===== src/rtl/jd_sequencer.sv =====
// jd PMOD output sequencer: queues core-side writes in a small FIFO and holds
// each byte on jd_o for HOLD_CYCLES cycles, pulsing strobe_o once per byte.
//
// state   | meaning
// --------+------------------------------------------------------------
// ST_IDLE | nothing on display; jd_o keeps the last byte shown
// ST_HOLD | a byte is on jd_o; cnt_q counts the remaining hold cycles
module jd_sequencer #(
  parameter int unsigned DEPTH       = 4,
  parameter int unsigned HOLD_CYCLES = 5,
  parameter logic [7:0]  IDLE_VALUE  = 8'h00
) (
  input  logic                   clk_i,
  input  logic                   rst_i,
  input  logic                   wr_i,
  input  logic [7:0]             wr_data_i,
  input  logic                   clr_overflow_i,
  output logic [7:0]             jd_o,
  output logic                   strobe_o,
  output logic                   busy_o,
  output logic                   full_o,
  output logic [$clog2(DEPTH):0] level_o,
  output logic                   overflow_o
);

  localparam int unsigned   PW       = $clog2(DEPTH);
  localparam int unsigned   LW       = PW + 1;
  localparam int unsigned   CW       = $clog2(HOLD_CYCLES + 1);
  localparam logic [CW-1:0] CNT_LOAD = CW'(HOLD_CYCLES - 1);
  localparam logic [LW-1:0] LVL_FULL = LW'(DEPTH);

  typedef enum logic [0:0] {
    ST_IDLE = 1'b0,
    ST_HOLD = 1'b1
  } state_e;

  state_e          state_q,  state_d;
  logic [CW-1:0]   cnt_q,    cnt_d;
  logic [7:0]      jd_q,     jd_d;
  logic            strobe_q, strobe_d;
  logic            ovf_q,    ovf_d;
  logic [LW-1:0]   count_q,  count_d;
  logic [PW-1:0]   wr_ptr_q, wr_ptr_d;
  logic [PW-1:0]   rd_ptr_q, rd_ptr_d;
  logic [7:0]      mem_q [DEPTH];
  logic [7:0]      mem_d [DEPTH];
  logic            push;
  logic            pop;
  logic            full;

  // full is taken from the registered count, so a same-cycle pop never
  // makes room for a write that arrives while the FIFO is full.
  assign full = (count_q == LVL_FULL);

  always_comb begin
    state_d  = state_q;
    cnt_d    = cnt_q;
    jd_d     = jd_q;
    strobe_d = 1'b0;
    ovf_d    = ovf_q;
    count_d  = count_q;
    wr_ptr_d = wr_ptr_q;
    rd_ptr_d = rd_ptr_q;
    mem_d    = mem_q;
    push     = wr_i && !full;
    pop      = 1'b0;

    unique case (state_q)
      ST_IDLE: begin
        if (count_q != '0) begin
          pop     = 1'b1;
          state_d = ST_HOLD;
        end
      end
      ST_HOLD: begin
        if (cnt_q != '0) begin
          cnt_d = cnt_q - CW'(1);
        end else if (count_q != '0) begin
          pop = 1'b1;
        end else begin
          state_d = ST_IDLE;
        end
      end
      default: state_d = ST_IDLE;
    endcase

    if (pop) begin
      jd_d     = mem_q[rd_ptr_q];
      strobe_d = 1'b1;
      cnt_d    = CNT_LOAD;
      rd_ptr_d = rd_ptr_q + PW'(1);
    end

    if (push) begin
      mem_d[wr_ptr_q] = wr_data_i;
      wr_ptr_d        = wr_ptr_q + PW'(1);
    end

    unique case ({push, pop})
      2'b10:   count_d = count_q + LW'(1);
      2'b01:   count_d = count_q - LW'(1);
      default: count_d = count_q;
    endcase

    // a drop in the same cycle as a clear leaves the flag set
    if (clr_overflow_i) ovf_d = 1'b0;
    if (wr_i && full)   ovf_d = 1'b1;
  end

  always_ff @(posedge clk_i) begin
    if (rst_i) begin
      state_q  <= ST_IDLE;
      cnt_q    <= '0;
      jd_q     <= IDLE_VALUE;
      strobe_q <= 1'b0;
      ovf_q    <= 1'b0;
      count_q  <= '0;
      wr_ptr_q <= '0;
      rd_ptr_q <= '0;
    end else begin
      state_q  <= state_d;
      cnt_q    <= cnt_d;
      jd_q     <= jd_d;
      strobe_q <= strobe_d;
      ovf_q    <= ovf_d;
      count_q  <= count_d;
      wr_ptr_q <= wr_ptr_d;
      rd_ptr_q <= rd_ptr_d;
    end
  end

  // Storage needs no reset: the count alone decides what is valid.
  always_ff @(posedge clk_i) begin
    mem_q <= mem_d;
  end

  assign jd_o       = jd_q;
  assign strobe_o   = strobe_q;
  assign overflow_o = ovf_q;
  assign level_o    = count_q;
  assign full_o     = full;
  assign busy_o     = (state_q == ST_HOLD) || (count_q != '0);

endmodule


===== config.mk =====
export PLATFORM = sky130hd
export DESIGN_NAME = jd_sequencer
export DESIGN_NICKNAME = d
export VERILOG_FILES = /design/src/rtl/jd_sequencer.sv
export SDC_FILE = /design/constraint.sdc
export NUM_CORES = 1
export LEC_CHECK = 0
export CAP_MARGIN = 5
export CORE_MARGIN = 2
export CORE_UTILIZATION = 49
export DETAILED_ROUTE_END_ITERATION = 10
export PLACE_DENSITY = 0.76
export SETUP_SLACK_MARGIN = 0.15
export SLEW_MARGIN = 20
export SYNTH_ARGS = -nofsm -noshare
export SYNTH_HDL_FRONTEND = slang
export SYNTH_SLANG_ARGS = --single-unit
export TNS_END_PERCENT = 100

===== constraint.sdc =====
create_clock -name clk_i -period 2.4 [get_ports clk_i]
set_clock_uncertainty 0.1 [all_clocks]
set_input_delay 0.72 -clock clk_i [delete_from_list [all_inputs] [get_ports clk_i]]
set_output_delay 0.72 -clock clk_i [all_outputs]
set_load 0.02 [all_outputs]

Yosys cells after proc, flatten, opt, wreduce, memory -nomap -nowiden
Index checks and enable logic that the tools add are counted.
Operators by class
  add/subtract/negate cells: 5
  magnitude comparators: 3
  equality and inequality tests: 3
  multiplexer cells: 18
  bitwise logic cells: 3
  reductions and logical operators: 14
Operators with widths (number)
  $bwmux 32: 1
  $mux 8: 3
  $bmux 8 s2: 1
  $demux 8 s2: 1
  $mux 3: 3
  $reduce_bool 2->1: 4
  $ge 3x3->1 const B: 2
  $mux 1: 6
  $not 2->3: 2
  $pmux 3 s2: 1
  $reduce_bool 3->1: 2
  $sub 3x1->3 const B: 2
  $add 2x1->2 const B: 2
  $pmux 1 s2: 2
  $reduce_and 2->1: 2
  $add 3x1->3 const B: 1
  $eq 3x3->1 const B: 1
  $logic_and 1x1->1: 3
  $lt 3x1->1 const B: 1
  $eq 2x1->1 const B: 1
  $eq 2x2->1 const B: 1
  $reduce_or 2->1: 1
  $logic_not 1->1: 1
  $logic_or 1x1->1: 1
  $not 1->1: 1
Word-level totals
  bits in registers: 53
  bits of input ports: 12
  output and inout port bits: 15
  logic and storage cells: 59

Depth between registers and ports, before layout
Gate-level depths: netlist of run 1.
  depth after elaboration: 6
  gate-level depth with buffers: 11
  depth with buffers taken out: 10

Worst setup path after synthesis of run 1
Ideal clock, no wire load.
  kind: reg-to-reg
  start point: register count_q[2], in the netlist level_o[2]
  end point: register count_q[2], in the netlist level_o[2]
  setup time: 0.071 ns
  arrival time: 2.355 ns
  required time: 2.229 ns
  slack: -0.126 ns
  cell stages (with the launch flop): 11
  path buffers: 1
  period minus slack after synthesis: 2.526 ns
  path through: dfxtp_1 -> nor3b_2 -> nor2b_1 -> buf_2 -> inv_1 -> ha_1 -> inv_1 -> fa_1 -> xor2_1 -> or3_1 -> a21oi_1
Between the ends
  elaborated cells on any way between the ends: 13
  those cells by class: add/sub: 2; eq/ne: 3; mux: 4; reduce/logical: 4
RTL lines
  start, declared: RTL line 42  | logic [LW-1:0] count_q, count_d;
  start signal, assigned: RTL line 126  | count_q <= count_d;
  $eq 3x3->1 (*): RTL line 53  | assign full = (count_q == LVL_FULL);
  named net full_o: RTL line 21  | output logic full_o,
  $logic_not 1->1 (*): RTL line 65  | push = wr_i && !full;
  $logic_and 1x1->1 (*): RTL line 65
  $eq 2x1->1 / $eq 2x2->1 (equally long branches): RTL line 99  | unique case ({push, pop})
  $pmux 3 s2 / $reduce_bool 2->1 (equally long branches)
Mark *: on every way through the listed nets, which the timed path passes. The rest lies on a longest branch.
A chain may end at the register's enable or synchronous reset.

Worst setup path in the final report of run 1
  start point: register count_q[0], in the netlist level_o[0]
  end point: output full_o
Between the ends
  word-level cells in the longest chain between the ends: 1
Ends and longest elaborated chain (RTL line)
  $eq 3x3->1: 53
  end, declared: 21
No other way between the ends.

==> flow_summary.yaml, run 1 <==
outcome:
  status: "finished, final reports clean"
timing:
  period_needed_ps: 2170
  hold_slack_ps: 403
  fmax_ghz: 0.461
  maxSlewViolCount: 0
  worst-slew-pin-transition_ps: 480
  slew_headroom_pct: 67.9
  hold_viol: 0
  setup_tns_ps: 0
  setup_viol: 0
  setup_slack_ps: 230
  period_share_pct: 90.4
  rsz0062_at_grt: "no"
placement:
  gp_congestion: 0.718
  dp_cells: 224
  placed_area_sq_um: 2630
  pre_cts_slack_ps: -269
  dp_hpwl_um: 2550
  portBuffers: 26
finish:
  syn2layout_area_growth_pct: 25.4
  layout.nets: 201
  layout.cells.most_common: "edfxtp_1"
  antenna_cells: 0
  mostFrequentLayoutCells: "edfxtp_1, clkdlybuf4s50_1, dfxtp_1"
  drive_above_1_share_pct: 27.5
  design_area_sq_um: 2740
  finish.utilization_pct: 63.3
  final_cell_count_no_fill: 234
floorplan:
  die_h_um: 70.8
  fp-row-count: 24
  ios: 27
  die-area_sq_um: 5010
  die_x_um: 70.8
  start_util_pct: 50.5
  coreArea_sq_um: 4320
synth:
  syn_avg_cell_area_sq_um: 15.4
  synth_area_sq_um: 2180
  synthArstFlopShare_pct: 0
  synth_cell_types: 35
  synth_nets: 162
  synth_edf_count: 32
  synth_top_area_share_pct: 44.0
  ys_ff_latch: 53
  synth_top_area_cell: "edfxtp_1"
  synth-seq-area-share_pct: 63.2
  synth_area_leaders: "edfxtp_1, dfxtp_1, mux4_2"
  synth_top_flop_cell: "edfxtp_1"
  syn_inst: 142
  synth_warnings: 0
clock_network:
  cts_max_path_buffers: 2
  cts_buffers: 5
  clk_transition_reported_paths_ps: 90
  hold_buffers: 0
  clk_latency_ps: 300
  cts-root-buf: "clkbuf_8"
  htree_levels: 2
  cts_tree: "yes"
  clock_sinks: 53
power_and_ir_drop:
  ir_drop_v: 0.000574
  pwr-share-clk_pct: 15.4
  switching_share_pct: 34.8
  finalPower_mw: 3.21
  p_switching_mw: 1.12
  share_comb_of_total_power_pct: 44.7
  p_int_mw: 2.09
  p_seq_share_pct: 39.9
  powerDensity_nw_per_um2: 1170
  leakage_nw: 0.996
setup_path:
  r2r_start: "level_o[0]"
  critPathLaunchType: "register"
  criticalPathCategory: "reg -> out"
  arrival_ps: 1350
  reg2reg_slack_ps: 240
  cp.required_ps: 1580
  cp-end-kind: "output port"
  cp_max_fo: 4
  worstRegToRegCells: 10
  r2r_end: "level_o[2]"
flow_run:
  max-cap-violations: 0
detailed_routing:
  ant_nets: 0
  first_pass_iters: 4
  drc: 0
  avgViaCountPerCell: 5.31
  wl_per_cell_um: 16.5
  routed_wl_um: 3870
  via_count: 1243
  drt_iter0_drc: 77
grt:
  grt_remaining_overflow: 0
  grt_pass1_vias: 1327
  grt_use_total_pct: 17.8
  grt_max_degree: 22
  antenna_found_initial: 0
  grt_pass1_wl_um: 6710
hold_path:
  hold_start: "jd_o[2]"
  holdPathEnd: "jd_o[2]"
  hold_depth: 2
  hold_class: "reg -> reg"
-- power by group through the flow --
| stage | combinational, mW | clock [mW] | sequential, mW |
|---|---|---|---|
| finish | 1.44 | 0.494 | 1.28 |
| global route | 1.57 | 0.548 | 1.31 |
| CTS | 1.44 | 0.508 | 1.29 |
| detailed placement | 1.41 | 0 | 1.30 |
| global placement | 1.35 | 0 | 1.28 |
| floorplan | 0.903 | 0 | 1.38 |
-- cell type report --
class,count,area [sq um]
Tap cell,52,65.1
Fill cell,324,1590
Multi-Input combinational cell,74,769
Clock inverter,3,22.5
Inverter,9,33.8
Timing Repair Buffer,38,394
Sequential cell,53,1390
Clock buffer,5,68.8
-- synthesized netlist by cell type, drive strengths merged, types with 2 or more instances --
cell type / number
mux2i: 9
edfxtp: 32
nor2: 15
a21oi: 7
dfxtp: 21
inv: 9
ha: 7
nor3: 3
clkbuf: 3
and2: 4
xor2: 2
xnor2: 3
nor2b: 3
mux4: 8
buf: 3
-- worst max-delay path, stage by stage, from the launching register on --
cell and delay, ps:
dfxtp_2 330, buf_4 150, nor3b_4 260, clkdlybuf4s15_2 310
-- layer usage --
layer	routed length, um	share of wire, %	global-route usage [%]	vias up
li1	-	-	-	588
met1	1570	41	21.0	616
met2	2080	54	31.7	35
met3	177	4.6	5.27	4
met4	42	1.1	5.24	0
met5	0	0	0	-
-- logic make-up after synthesis --
kind of cell	count (synthesis)	synth area share (%)
multiplexers	17	12.4
buffers and inverters	15	3.72
AND/OR/NAND/NOR	32	8.42
adder cells (fa/ha/maj)	8	4.93
XOR/XNOR	5	2.35
AO/OA/AOI/OAI	12	4.98
flip-flops	53	63.2
-- worst max-delay path by stage --
stage / cells past startpoint / to / startpoint
global route: 10 / level_o[2] / level_o[0]
CTS: 3 / busy_o / level_o[1]
finish: 3 / full_o / level_o[0]
detailed placement: 9 / level_o[2] / wr_i
floorplan: 11 / level_o[2] / cnt_q[1]
global placement: 9 / level_o[2] / wr_i
-- state kept, by name, summed over array words and instances, names as in the netlist --
signal      flops
rd_ptr_q        2
jd_o            8
wr_ptr_q        2
cnt_q           3
state_q         1
level_o         3
overflow_o      1
mem_q          32
strobe_o        1
-- timing repair --
action,4_1_cts,5_1_grt
pin swaps,1,1
buffers inserted,1,1
gates resized for setup,9,2
setup endpoints to repair,3,3
No activity file was read; power rests on OpenSTA's default activity.
==> run 2, diff against run 1 <==
--- a/config.mk
+++ b/config.mk
@@ -7,9 +7,10 @@
 export LEC_CHECK = 0
 export CAP_MARGIN = 5
 export CORE_MARGIN = 2
-export CORE_UTILIZATION = 49
+export CORE_UTILIZATION = 30
+export CTS_CLUSTER_SIZE = 10
 export DETAILED_ROUTE_END_ITERATION = 10
-export PLACE_DENSITY = 0.76
+export PLACE_DENSITY = 0.49
 export SETUP_SLACK_MARGIN = 0.15
 export SLEW_MARGIN = 20
 export SYNTH_ARGS = -nofsm -noshare
==> constraint.sdc (replaced) <==
create_clock -name clk_i -period 2.5 [get_ports clk_i]
set_clock_uncertainty 0.1 [all_clocks]
set_input_delay 0.75 -clock clk_i [delete_from_list [all_inputs] [get_ports clk_i]]
set_output_delay 0.75 -clock clk_i [all_outputs]
set_load 0.02 [all_outputs]
==> flow_summary.yaml, run 2 (synthesized netlist as in run 1, its figures left out) <==
outcome:
  status: "finished, final reports clean"
finish:
  syn2layout_area_growth_pct: 27.4
  layout.cells.most_common: "edfxtp_1"
  design_area_sq_um: 2780
  final_cell_count_no_fill: 280
  mostFrequentLayoutCells: "edfxtp_1, clkdlybuf4s50_1, dfxtp_1"
  drive_above_1_share_pct: 25.4
  register_area_sq_um: 1390
  largest_reg_flops: 32
  nFillCells: 685
  finish.utilization_pct: 39.0
  layout.nets: 200
  top_register: "mem_q"
  multi_input_area_sq_um: 754
  antenna_cells: 0
power_and_ir_drop:
  powerDensity_nw_per_um2: 1100
  ir_drop_v: 0.000450
  leakage_nw: 0.989
placement:
  portBuffers: 26
  placed_area_sq_um: 2670
  gp_congestion: 0.661
  dp_cells: 271
  dp_hpwl_um: 2450
setup_path:
  worstRegToRegCells: 10
  arrival_ps: 1410
  cp-end-kind: "output port"
  criticalPathCategory: "reg -> out"
  crit_start: "level_o[1]"
  r2r_start: "cnt_q[1]"
  cp_max_fo: 5
  critPathLaunchType: "register"
  cp.required_ps: 1650
clock_network:
  cts-root-buf: "clkbuf_8"
  cts_max_path_buffers: 2
  htree_levels: 2
  clock_sinks: 53
  clk_transition_reported_paths_ps: 100
  clk_latency_ps: 310
  cts_buffers: 5
  hold_buffers: 0
  cts_tree: "yes"
floorplan:
  start_util_pct: 30.6
  die-area_sq_um: 7980
  fp-row-count: 31
  ios: 27
  die_x_um: 89.3
  coreArea_sq_um: 7140
  die_h_um: 89.3
grt:
  grt_pass1_vias: 1206
  grt_use_total_pct: 10.8
  grt_pass1_wl_um: 6200
  grt_max_degree: 22
  grt_remaining_overflow: 0
  antenna_found_initial: 0
timing:
  period_needed_ps: 2260
  fmax_ghz: 0.442
  slew_headroom_pct: 67.4
  setup_viol: 0
  hold_slack_ps: 401
  hold_viol: 0
  worst-slew-pin-transition_ps: 488
  maxSlewViolCount: 0
  rsz0062_at_grt: "no"
  period_share_pct: 90.5
detailed_routing:
  ant_nets: 0
  via_count: 1213
  routed_wl_um: 3770
  avgViaCountPerCell: 4.33
  drt_iter0_drc: 25
  wl_per_cell_um: 13.5
  drc: 0
  first_pass_iters: 4
hold_path:
  hold_start: "jd_o[2]"
  hold_depth: 2
  hold_class: "reg -> reg"
flow_run:
  max-cap-violations: 0
run 2: changes by cell type in the layout (fill, tap and decap cells not counted), sizes merged:
cell,previous run,this run
clkdlybuf4s50,22,23
inv,9,11
buf,12,11
clkinv,3,1
dlygate4sd2,2,3
clkbuf,6,5
clkdlybuf4s15,1,0
run 2: worst paths after layout:
path,end,slack [ps]
worst min register to register,jd_o[2],400
worst max-delay path,busy_o,240
worst min-delay path,jd_o[2],400
worst max register to register,level_o[2],340
run 2: stage by stage:
stage / TNS (ps) / total power, mW / setup WS, ps
6_report: 0 / 3.07 / 236
3_3_place_gp: -149 / 2.54 / -149
5_1_grt: 0 / 3.29 / 169
3_5_place_dp: -223 / 2.58 / -205
2_1_floorplan: 0 / 2.16 / 154
4_1_cts: 0 / 3.11 / 90.0
run 2: worst max-delay path, cell delays in order, from the launching register on:
cell           delay, ps
dfxtp_2              380
nor3_4               190
or2b_1               240
dlygate4sd2_1        310
run 2: final cells by class:
class	instances	area share (%)
Clock inverter	3	1.03
Clock buffer	5	2.47
Tap cell	99	4.45
Timing Repair Buffer	37	14.0
Sequential cell	53	49.8
Multi-Input combinational cell	74	27.1
Inverter	9	1.21
run 2: where the power goes:
group | switching, mW | leakage [nW] | internal, mW
clock | 0.300 | 0.0506 | 0.210
combinational | 0.632 | 0.471 | 0.684
sequential | 0.133 | 0.467 | 1.11
run 2: layer usage:
layer	global-route usage, %	vias up	routed length (um)
li1	-	589	-
met5	0	-	0
met4	4.07	0	33
met3	3.88	2	168
met1	13.7	594	1690
met2	17.1	28	1870
run 2: repair_timing:
item                                    4_1_cts  5_1_grt
buffers inserted                              0        1
endpoints found under the setup margin        3        1
pin swaps                                     2        1
resized for setup                             5        0
